File: config.mk
export PLATFORM = sky130hd
export DESIGN_NAME = fetch_ctrl
export DESIGN_NICKNAME = d
export VERILOG_FILES = /design/src/rtl/fetch_ctrl.sv
export SDC_FILE = /design/constraint.sdc
export NUM_CORES = 1
export LEC_CHECK = 0
export ABC_AREA = 1
export BUFFER_PORTS_ARGS = -buffer_cell sky130_fd_sc_hd__buf_2
export CORE_MARGIN = 3
export CORE_UTILIZATION = 46
export CTS_CLUSTER_DIAMETER = 200
export DETAILED_ROUTE_END_ITERATION = 10
export PLACE_DENSITY = 0.9
export SETUP_SLACK_MARGIN = 0.02
export SYNTH_ARGS = -nofsm -noshare
export SYNTH_HDL_FRONTEND = slang
export SYNTH_SLANG_ARGS = --single-unit
File: constraint.sdc
create_clock -name clk -period 5.1 [get_ports clk]
set_input_delay 1.53 -clock clk [delete_from_list [all_inputs] [get_ports clk]]
set_output_delay 1.53 -clock clk [all_outputs]
set_load 0.05 [all_outputs]
File: src/rtl/fetch_ctrl.sv
// Instruction fetch controller: issues one instruction-memory request at a time,
// buffers a single returned instruction for decode, handles branch/exception
// redirects by discarding in-flight responses, and sequences fence.i icache flushes.
module fetch_ctrl #(
    parameter logic [31:0] RESET_PC     = 32'h8000_0000,
    parameter int unsigned FENCE_CYCLES = 4
) (
    input  logic        clk,
    input  logic        reset,
    input  logic [1:0]  pc_sel,
    input  logic [31:0] br_target,
    input  logic [31:0] jalr_target,
    input  logic [31:0] exc_target,
    input  logic        fence_i,
    input  logic [31:0] fence_pc,
    input  logic        stall,
    output logic        imem_req_valid,
    output logic [31:0] imem_req_addr,
    input  logic        imem_req_ready,
    input  logic        imem_resp_valid,
    input  logic [31:0] imem_resp_data,
    output logic        inst_valid,
    output logic [31:0] inst,
    output logic [31:0] inst_pc,
    output logic        icache_flush
);

    typedef enum logic [1:0] {
        ST_FETCH = 2'd0,
        ST_WAIT  = 2'd1,
        ST_FLUSH = 2'd2
    } state_t;

    localparam logic [7:0] FENCE_CNT = 8'(FENCE_CYCLES);

    state_t      state_r,         state_n_s;
    logic [31:0] pc_r,            pc_n_s;
    logic [31:0] pc_seq_s;
    logic [31:0] req_pc_r,        req_pc_n_s;
    logic        buf_valid_r,     buf_valid_n_s;
    logic [31:0] buf_inst_r,      buf_inst_n_s;
    logic [31:0] buf_pc_r,        buf_pc_n_s;
    logic        kill_pending_r,  kill_pending_n_s;
    logic        fence_pending_r, fence_pending_n_s;
    logic [7:0]  flush_cnt_r,     flush_cnt_n_s;

    logic        req_valid_s;
    logic        req_fire_s;
    logic        redirect_s;
    logic        fence_take_s;
    logic        outstanding_s;
    logic [31:0] target_s;

    // A request is offered only when idle, the buffer is free and no flush is queued;
    // reset gates it directly so nothing is offered while reset is held.
    assign req_valid_s    = (state_r == ST_FETCH) && !buf_valid_r && !fence_pending_r && !reset;
    assign req_fire_s     = req_valid_s && imem_req_ready;
    assign redirect_s     = (pc_sel != 2'd0);
    assign fence_take_s   = fence_i && !redirect_s;
    // A request is still in flight after this edge if one is just accepted, or we
    // are waiting and its response has not arrived this cycle.
    assign outstanding_s  = req_fire_s || ((state_r == ST_WAIT) && !imem_resp_valid);

    assign imem_req_valid = req_valid_s;
    assign imem_req_addr  = pc_r;
    assign inst_valid     = buf_valid_r;
    assign inst           = buf_inst_r;
    assign inst_pc        = buf_pc_r;
    assign icache_flush   = (state_r == ST_FLUSH);

    // Select the redirect target requested by the branch unit.
    always_comb begin
        target_s = pc_r;
        case (pc_sel)
            2'd1:    target_s = br_target;
            2'd2:    target_s = jalr_target;
            2'd3:    target_s = exc_target;
            default: target_s = pc_r;
        endcase
    end

    // Next-state and datapath update: FSM progression first, then redirect/fence overrides.
    always_comb begin
        state_n_s         = state_r;
        pc_seq_s          = pc_r;
        pc_n_s            = pc_r;
        req_pc_n_s        = req_pc_r;
        buf_valid_n_s     = buf_valid_r;
        buf_inst_n_s      = buf_inst_r;
        buf_pc_n_s        = buf_pc_r;
        kill_pending_n_s  = kill_pending_r;
        fence_pending_n_s = fence_pending_r;
        flush_cnt_n_s     = flush_cnt_r;

        // Decode takes the buffered instruction when it is not stalled.
        if (buf_valid_r && !stall) begin
            buf_valid_n_s = 1'b0;
        end else begin
            buf_valid_n_s = buf_valid_r;
        end

        case (state_r)
            ST_FETCH: begin
                if (fence_pending_r) begin
                    state_n_s         = ST_FLUSH;
                    flush_cnt_n_s     = FENCE_CNT;
                    fence_pending_n_s = 1'b0;
                end else if (req_fire_s) begin
                    state_n_s  = ST_WAIT;
                    req_pc_n_s = pc_r;
                    pc_seq_s   = pc_r + 32'd4;
                end else begin
                    state_n_s = ST_FETCH;
                end
            end
            ST_WAIT: begin
                if (imem_resp_valid) begin
                    state_n_s = ST_FETCH;
                    if (kill_pending_r) begin
                        kill_pending_n_s = 1'b0;
                    end else begin
                        buf_valid_n_s = 1'b1;
                        buf_inst_n_s  = imem_resp_data;
                        buf_pc_n_s    = req_pc_r;
                    end
                end else begin
                    state_n_s = ST_WAIT;
                end
            end
            ST_FLUSH: begin
                if (flush_cnt_r > 8'd1) begin
                    flush_cnt_n_s = flush_cnt_r - 8'd1;
                end else begin
                    flush_cnt_n_s = 8'd0;
                    state_n_s     = ST_FETCH;
                end
            end
            default: begin
                state_n_s = ST_FETCH;
            end
        endcase

        // Redirect beats fence.i; during a flush only the PC (and flush length) change.
        if (redirect_s) begin
            pc_n_s = target_s;
            if (state_r != ST_FLUSH) begin
                buf_valid_n_s    = 1'b0;
                kill_pending_n_s = kill_pending_n_s | outstanding_s;
            end else begin
                buf_valid_n_s = buf_valid_n_s;
            end
        end else if (fence_take_s) begin
            pc_n_s = fence_pc;
            if ((state_r == ST_FLUSH) || ((state_r == ST_FETCH) && fence_pending_r)) begin
                // A flush is already running or starting now; restart its length.
                state_n_s     = ST_FLUSH;
                flush_cnt_n_s = FENCE_CNT;
            end else begin
                buf_valid_n_s     = 1'b0;
                fence_pending_n_s = 1'b1;
                kill_pending_n_s  = kill_pending_n_s | outstanding_s;
            end
        end else begin
            pc_n_s = pc_seq_s;
        end
    end

    // State registers with asynchronous reset; an outstanding request is abandoned on reset.
    always_ff @(posedge clk or posedge reset) begin
        if (reset) begin
            state_r         <= ST_FETCH;
            pc_r            <= RESET_PC;
            req_pc_r        <= RESET_PC;
            buf_valid_r     <= 1'b0;
            buf_inst_r      <= 32'd0;
            buf_pc_r        <= 32'd0;
            kill_pending_r  <= 1'b0;
            fence_pending_r <= 1'b0;
            flush_cnt_r     <= 8'd0;
        end else begin
            state_r         <= state_n_s;
            pc_r            <= pc_n_s;
            req_pc_r        <= req_pc_n_s;
            buf_valid_r     <= buf_valid_n_s;
            buf_inst_r      <= buf_inst_n_s;
            buf_pc_r        <= buf_pc_n_s;
            kill_pending_r  <= kill_pending_n_s;
            fence_pending_r <= fence_pending_n_s;
            flush_cnt_r     <= flush_cnt_n_s;
        end
    end

endmodule

==> results.cfg, run 1 <==
[power_and_ir_drop]
vdd_drop_max_v = 0.0002946
leakage_uw = 0.005279
powerDensity_nw_per_um2 = 561.7

[global_routing]
grt_overflow_total = 0
track_usage = 0.2533
grt_pass1_wl_um = 36370
grt_pass1_vias = 7174
antenna_found_initial = 0
grt_max_degree = 70

[synthesis]
synth.ff_latch_count = 141
synth_area_per_cell_um2 = 7.176
syn_nets = 1233
synth-seq-area-share = 0.4646
synth_top_family_by_area = simple AND/OR/NAND/NOR gates
synth_cell_types = 37
muxShareOfSynthArea = 0
synth_top_area_cell = dfrtp_1
synth_top_area_share = 0.4577
synth-xor-area-share = 0.01037
synth_warnings = 0
synth_area_um2 = 7600
synth.area.top_cells = dfrtp_1 46%, nand2_1 24%, nor2_1 4.5%
synth_compound_area_frac = 0.07672
postSynthCellCount = 1059
synth-adder-area-share = 0.009878
synth-simple-area-share = 0.3615

[clock_tree]
cts_setup_buffers = 0
clock_tree.htree_level_count = 4
cts.path.max_buffers = 2
clock_latency_ns = 0.42
cts_tree = done
postCtsResizedCells = 0
root_buffer = clkbuf_16
clk_transition_reported_paths_ns = 0.05
hold_buffers = 0
clock-sinks = 141
cts_buffers = 17

[placed_design]
dp_hpwl_um = 17840
gp_congestion = 0.8954
numPortBuffers = 266
placed_area_um2 = 8970

[cells_and_area]
finalInstanceArea_um2 = 9627
syn2layout_area_growth_pct = 26.67
drive_gt1_frac = 0.2545
fin_nets = 1481
utilization = 0.6017
layout_commonest_cell = nand2_1
final_cell_mix = 489 x nand2_1, 266 x buf_2, 139 x dfrtp_1
antennaDiodeCount = 0

[detailed_routing]
drt_wl_total_um = 23410
vias_per_cell = 5.026
ant_nets = 0
drt_first_iter_violations = 661
drtPass1Iterations = 5
vias = 7720
wl_per_cell_um = 15.24
drc = 0

[timing]
setup_tns_ns = 0
worst_slew_pin_slew_ns = 0.9966
slew_headroom = 0.3347
clock_skew_ns = 0.009892
setup_viol = 0
fin_crit_ns = 3.833
rsz0062_at_grt = no
finalMaxSlewViolations = 0
max_freq_mhz = 260.9
post-route-period-util = 0.7515
hold_violations = 0

[outcome]
status = finished clean

[floorplan]
die_w_um = 134.5
die_h_um = 134.5
coreArea_um2 = 16000
num_io_pins = 267
initial_utilization = 0.4750
die_area_um2 = 18100
row_count = 46

[setup_path]
crit_path_end_kind = primary output
crit_required_ns = 3.57
worstPathArrival_ns = 2.30
critPathLaunchType = input port
crit_fanout = 2
critical_path_class = input port to primary output

[worst_hold_path]
min_path_type = flop to flop

[job]
cap_violations = 0
-- path summary, 6_finish.rpt --
| kind | startpoint | to | slack (ns) | cells past startpoint |
|---|---|---|---|---|
| max in group asynchronous | reset | inst[15] | 2.89 | 3 |
| worst min register to register | inst[26] | inst[26] | 0.46 | 2 |
| worst max register to register | state_r[0] | inst[13] | 3.03 | 8 |
| worst min-delay path | inst[26] | inst[26] | 0.46 | 2 |
| min in group asynchronous | reset | imem_req_addr[1] | 1.32 | 2 |
| worst max-delay path | reset | imem_req_valid | 1.27 | 4 |
-- Yosys cell counts --
cell,instances
or2_2,2
inv_2,6
nand2_4,1
a21oi_1,32
buf_4,5
nor3_4,1
dfrtp_1,139
inv_4,1
o211ai_1,2
a22o_1,1
and2_1,2
nand2_2,3
buf_6,13
nand2_1,489
a31oi_1,8
nor2_1,91
or2_1,1
dfstp_2,2
o21ai_1,9
nor2_2,7
a21boi_0,1
nor2_4,5
buf_2,17
nand3_1,59
nor3_1,3
nor4_1,1
nand4_1,9
inv_1,66
ha_1,6
nand2_8,1
xor2_1,9
clkbuf_1,9
o31ai_1,2
clkbuf_2,1
o2111ai_1,1
o22ai_1,2
o21ai_0,52
-- layer usage --
metal / vias to the layer above / GRT usage / part of all wire / wire, um
met5: - / 0 / 0 / 0
met4: 0 / 0.07636 / 0.020 / 469
met3: 36 / 0.06073 / 0.083 / 1937
met2: 379 / 0.4140 / 0.47 / 10920
met1: 3493 / 0.3374 / 0.43 / 10090
li1: 3812 / - / - / -
-- final cells by class --
class	instances	area, um^2
well taps	216	270.3
fillers	1464	6374
repair buffers	274	1404
clock inverters	12	190.2
clock buffers	20	466.7
flip-flops and latches	141	3531
multi-input cells	800	3485
inverters	73	280.3
-- where the power goes --
group	switching, uW	leakage (uW)	internal (uW)
Combinational	1700	0.00319	534
Clock	460	0.000322	902
Sequential	271	0.00177	1540
-- per-stage QoR --
step | std cells | hold WS [ns] | power, uW | worst slack [ns]
after floorplan | 1059 | 0.4494 | 3460 | 1.480
after global placement | 1504 | 0.4501 | 4004 | 1.280
after detailed placement | 1504 | 0.4554 | 4065 | 1.272
after CTS | 1536 | 0.4678 | 5433 | 1.267
after global routing | 1536 | 0.4887 | 5717 | 1.233
final | 1536 | 0.4630 | 5407 | 1.267
-- critical path, stage by stage --
cell    delay, ns
buf_2        0.12
or2_1        0.24
nor2_4       0.14
buf_2        0.27
-- state kept, by name, indices dropped and copies added, names as in the netlist --
signal	cells
flush_cnt_r	8
fence_pending_r	1
inst	32
inst_valid	1
imem_req_addr	32
req_pc_r	32
inst_pc	32
state_r	2
kill_pending_r	1
-- cell families after synthesis --
group | Yosys count
simple gates | 675
flops | 141
buf+inv | 118
compound gates | 110
xor+xnor | 9
fa+ha+maj | 6
No activity file was read; power rests on OpenSTA's default activity.
==> run 2, diff against run 1 <==
Settings changed: CORE_UTILIZATION 46 to 51, PLACE_DENSITY 0.9 to 0.93.
Clock period 5.1 ns to 4 ns, I/O delays scaled along.
==> run 2 against run 1 <==
  * First-iteration DRC count increased by 10%
  * Routed wire length decreased by 0.90%
  * Sequential share of layout area increased by 0.33 points
  * Critical path depth unchanged
  * Critical path type unchanged
  * Largest cell class unchanged
==> results.cfg, run 2 (synthesis results as in run 1) <==
[outcome]
status = finished clean

[clock_tree]
cts.path.max_buffers = 2
cts_tree = done
clock_tree.htree_level_count = 4
hold_buffers = 0
clock-sinks = 141
cts_setup_buffers = 0
postCtsResizedCells = 0
clock_latency_ns = 0.42
clk_transition_reported_paths_ns = 0.06
root_buffer = clkbuf_16
cts_buffers = 17

[timing]
worst_slew_pin_slew_ns = 0.7288
slew_headroom = 0.5141
setup_tns_ns = 0
post-route-period-util = 0.7973
hold_violations = 0
rsz0062_at_grt = no
max_freq_mhz = 313.5
fin_crit_ns = 3.189
finalMaxSlewViolations = 0
setup_viol = 0
fin_ws_ns = 0.8106
clock_skew_ns = 0.007755

[power_and_ir_drop]
seq_power_share = 0.340
vdd_drop_max_v = 0.0003262
powerDensity_nw_per_um2 = 712.1
p_sw_uw = 3156
clkPwrFrac = 0.240
p_sw_frac = 0.4646
intPower_uw = 3637
leakage_uw = 0.005259
p_comb_frac = 0.420

[setup_path]
crit_fanout = 2
worstPathArrival_ns = 1.99
ff2ff_setup_slack_ns = 2.01
critical_path_class = input port to primary output
critPathLaunchType = input port
crit_path_end_kind = primary output
crit_required_ns = 2.80

[floorplan]
die_w_um = 128.1
initial_utilization = 0.5351
row_count = 43
die_area_um2 = 16400
num_io_pins = 267
coreArea_um2 = 14200
die_h_um = 128.1

[cells_and_area]
utilization = 0.6717
final_cell_mix = 489 x nand2_1, 266 x buf_2, 139 x dfrtp_1
layout_commonest_cell = nand2_1
syn2layout_area_growth_pct = 25.54
fin_nets = 1481
drive_gt1_frac = 0.2545
finalInstanceArea_um2 = 9540

[detailed_routing]
ant_nets = 0
vias_per_cell = 5.185
vias = 7782
drtPass1Iterations = 5
drt_first_iter_violations = 728
wl_per_cell_um = 15.46
drc = 0
drt_wl_total_um = 23200

[global_routing]
grt_overflow_total = 0
track_usage = 0.2786
antenna_found_initial = 1
grt_pass1_wl_um = 36150
grt_pass1_vias = 7188
grt_max_degree = 142

[placed_design]
gp_congestion = 0.9256
dp_hpwl_um = 17550
placed_area_um2 = 8925
preCtsSetupSlack_ns = 0.7228
numPortBuffers = 266

[worst_hold_path]
min_path_type = flop to flop

[job]
cap_violations = 0
## run 2: changes by cell type in the layout (fill, tap and decap cells not counted), sizes merged
| cell | change |
|---|---|
| bufinv | -2 |
| diode | +1 |
| clkbuf | -3 |
| clkinvlp | -1 |
| clkinv | +1 |
| inv | +5 |
## run 2: layout make-up
class | count | area (um^2)
tap | 180 | 225.2
multi-input combinational | 800 | 3485
clock inverter | 15 | 187.7
sequential | 141 | 3531
antenna | 1 | 2.502
fill | 1225 | 4663
timing repair buffer | 274 | 1404
inverter | 73 | 280.3
clock buffer | 17 | 425.4
## run 2: worst max-delay path, stage by stage
cell	delay [ns]
buf_2	0.12
or2_1	0.24
nor2_4	0.15
buf_2	0.28
## run 2: worst paths after layout
kind | start | to | cells past startpoint
max | reset | imem_req_valid | 4
min | inst[8] | inst[8] | 2
max reg2reg | state_r[0] | imem_req_addr[4] | 8
min reg2reg | inst[8] | inst[8] | 2
max in group asynchronous | reset | inst_pc[15] | 3
min in group asynchronous | reset | flush_cnt_r[2] | 3
## run 2: per-stage QoR
step                      hold slack (ns)  total power [uW]  cells
after floorplan                    0.4494              4412   1059
after CTS                          0.4690              6823   1500
after global routing               0.4765              7182   1501
final                              0.4654              6794   1501
after detailed placement           0.4559              5175   1468
after global placement             0.4490              5103   1468
## run 2: layer usage
metal	vias to the layer above	global-route usage	part of all wire
met4	0	0.1142	0.035
met2	498	0.4498	0.46
met1	3397	0.3677	0.41
met3	64	0.05792	0.098
met5	-	0	0
li1	3823	-	-
## run 2: power groups by stage
stage	clock network [uW]	registers [uW]	logic, uW
floorplan	0	3450	959
global placement	0	2300	2810
detailed placement	0	2330	2850
CTS	1660	2300	2860
global route	1720	2370	3090
finish	1630	2310	2850
==> run 3, diff against run 2 <==
Clock period 4 ns to 3 ns, I/O delays scaled along.
==> run 3 against run 2 <==
  * Setup slack worse by 0.38 ns
  * Cell area fell by 0.42%
  * Utilization decreased by 0.28 points
  * Flip-flop and latch count stayed put
  * Register-to-register slack got worse by 0.98 ns
  * Routed wire length decreased by 1.9%
  * Clock skew is 0.0038 ns higher
  * Sequential power increased by 33%
  * First-iteration DRC count decreased by 0.14%
  * Worst hold slack worse by 0.00074 ns
  * Die area unchanged
  * Combinational power grew 33%
==> results.cfg, run 3 (synthesis results as in run 1) <==
[floorplan]
coreArea_um2 = 14200
die_area_um2 = 16400
num_io_pins = 267
row_count = 43
die_w_um = 128.1
initial_utilization = 0.5351
die_h_um = 128.1

[timing]
hold_violations = 0
post-route-period-util = 0.8558
max_freq_mhz = 389.5
setup_viol = 0
fin_ws_ns = 0.4327
worst_slew_pin_slew_ns = 1.118
fin_crit_ns = 2.567
finalMaxSlewViolations = 0
rsz0062_at_grt = no
slew_headroom = 0.2533
setup_tns_ns = 0
clock_skew_ns = 0.01160

[setup_path]
path_buf_inv = 2
critical-path-top-delay-family = buffers and inverters
critPathLaunchType = input port
critical_path_class = input port to primary output
crit_fanout = 2
worstPathCellList = buf_2, or2_1, nor2_4, buf_2
crit_path_end_kind = primary output
crit_required_ns = 2.10
worstPathArrival_ns = 1.67
ff2ff_setup_slack_ns = 1.03
cp_slowest_stage_delay_ns = 0.27
critical-path-slowest-cell = buf_2
worst_path_most_repeated_cell = buf_2

[placed_design]
preCtsSetupSlack_ns = 0.4327
numPortBuffers = 266
dp_hpwl_um = 17660
gp_congestion = 0.9405

[cells_and_area]
antennaDiodeCount = 0
n_fill_cell = 1249
drive_gt1_frac = 0.2562
fin_nets = 1484
layout_commonest_cell = nand2_1
final_cell_mix = 489 x nand2_1, 266 x buf_2, 139 x dfrtp_1
utilization = 0.6689
syn2layout_area_growth_pct = 25.01

[clock_tree]
cts.path.max_buffers = 2
clk_transition_reported_paths_ns = 0.06
cts_setup_buffers = 0
postCtsResizedCells = 0
cts_tree = done
cts_buffers = 17
root_buffer = clkbuf_16
clock_latency_ns = 0.42
clock-sinks = 141
clock_tree.htree_level_count = 4
hold_buffers = 0

[detailed_routing]
drc = 0
vias_per_cell = 5.134
drtPass1Iterations = 6
vias = 7716
ant_nets = 0
wl_per_cell_um = 15.15
drt_first_iter_violations = 727
drt_wl_total_um = 22770

[power_and_ir_drop]
vdd_drop_max_v = 0.0004231
leakage_uw = 0.005234
powerDensity_nw_per_um2 = 929.4
finalPower_uw = 8830

[outcome]
status = finished clean

[global_routing]
antenna_found_initial = 0
grt_pass1_wl_um = 36760
grt_overflow_total = 0
grt_max_degree = 91
track_usage = 0.2805
grt_pass1_vias = 7378

[job]
cap_violations = 0

[worst_hold_path]
min_path_type = flop to flop
-- run 3: worst min-delay path: cells and delay by family, from the launching register on --
family | cells | cell delay (ns)
DFF | 1 | 0.33
and+or+nand+nor | 2 | 0.10
-- run 3: per-stage QoR --
step / area [um^2] / instances / hold WS (ns)
floorplan: 7604 / 1059 / 0.4494
global placement: 8947 / 1471 / 0.4485
detailed placement: 8947 / 1471 / 0.4530
CTS: 9500 / 1503 / 0.4682
global route: 9500 / 1503 / 0.4803
finish: 9500 / 1503 / 0.4647
-- run 3: layer usage --
layer / part of all wire / global-route usage
met1: 0.43 / 0.3815
met2: 0.46 / 0.4563
met3: 0.081 / 0.04917
met4: 0.032 / 0.09613
met5: 0 / 0
-- run 3: power breakdown --
part | leakage [uW] | internal [uW] | switching, uW
registers | 0.00177 | 2620 | 463
clock network | 0.000262 | 1080 | 873
logic | 0.00320 | 911 | 2880
-- run 3: final timing paths --
kind / cells after the start / to / start
min: 2 / inst[28] / inst[28]
min in group asynchronous: 2 / imem_req_addr[22] / reset
min reg2reg: 2 / inst[28] / inst[28]
max: 4 / imem_req_valid / reset
max reg2reg: 7 / inst_pc[16] / state_r[0]
max in group asynchronous: 3 / imem_req_addr[31] / reset
-- run 3: layout make-up --
type,instances,area [um^2],area share
flip-flops and latches,141,3531,0.3717
multi-input cells,800,3485,0.3668
repair buffers,277,1426,0.1501
clock buffers,17,425.4,0.04478
inverters,73,280.3,0.02950
well taps,180,225.2,0.02371
clock inverters,15,127.6,0.01343
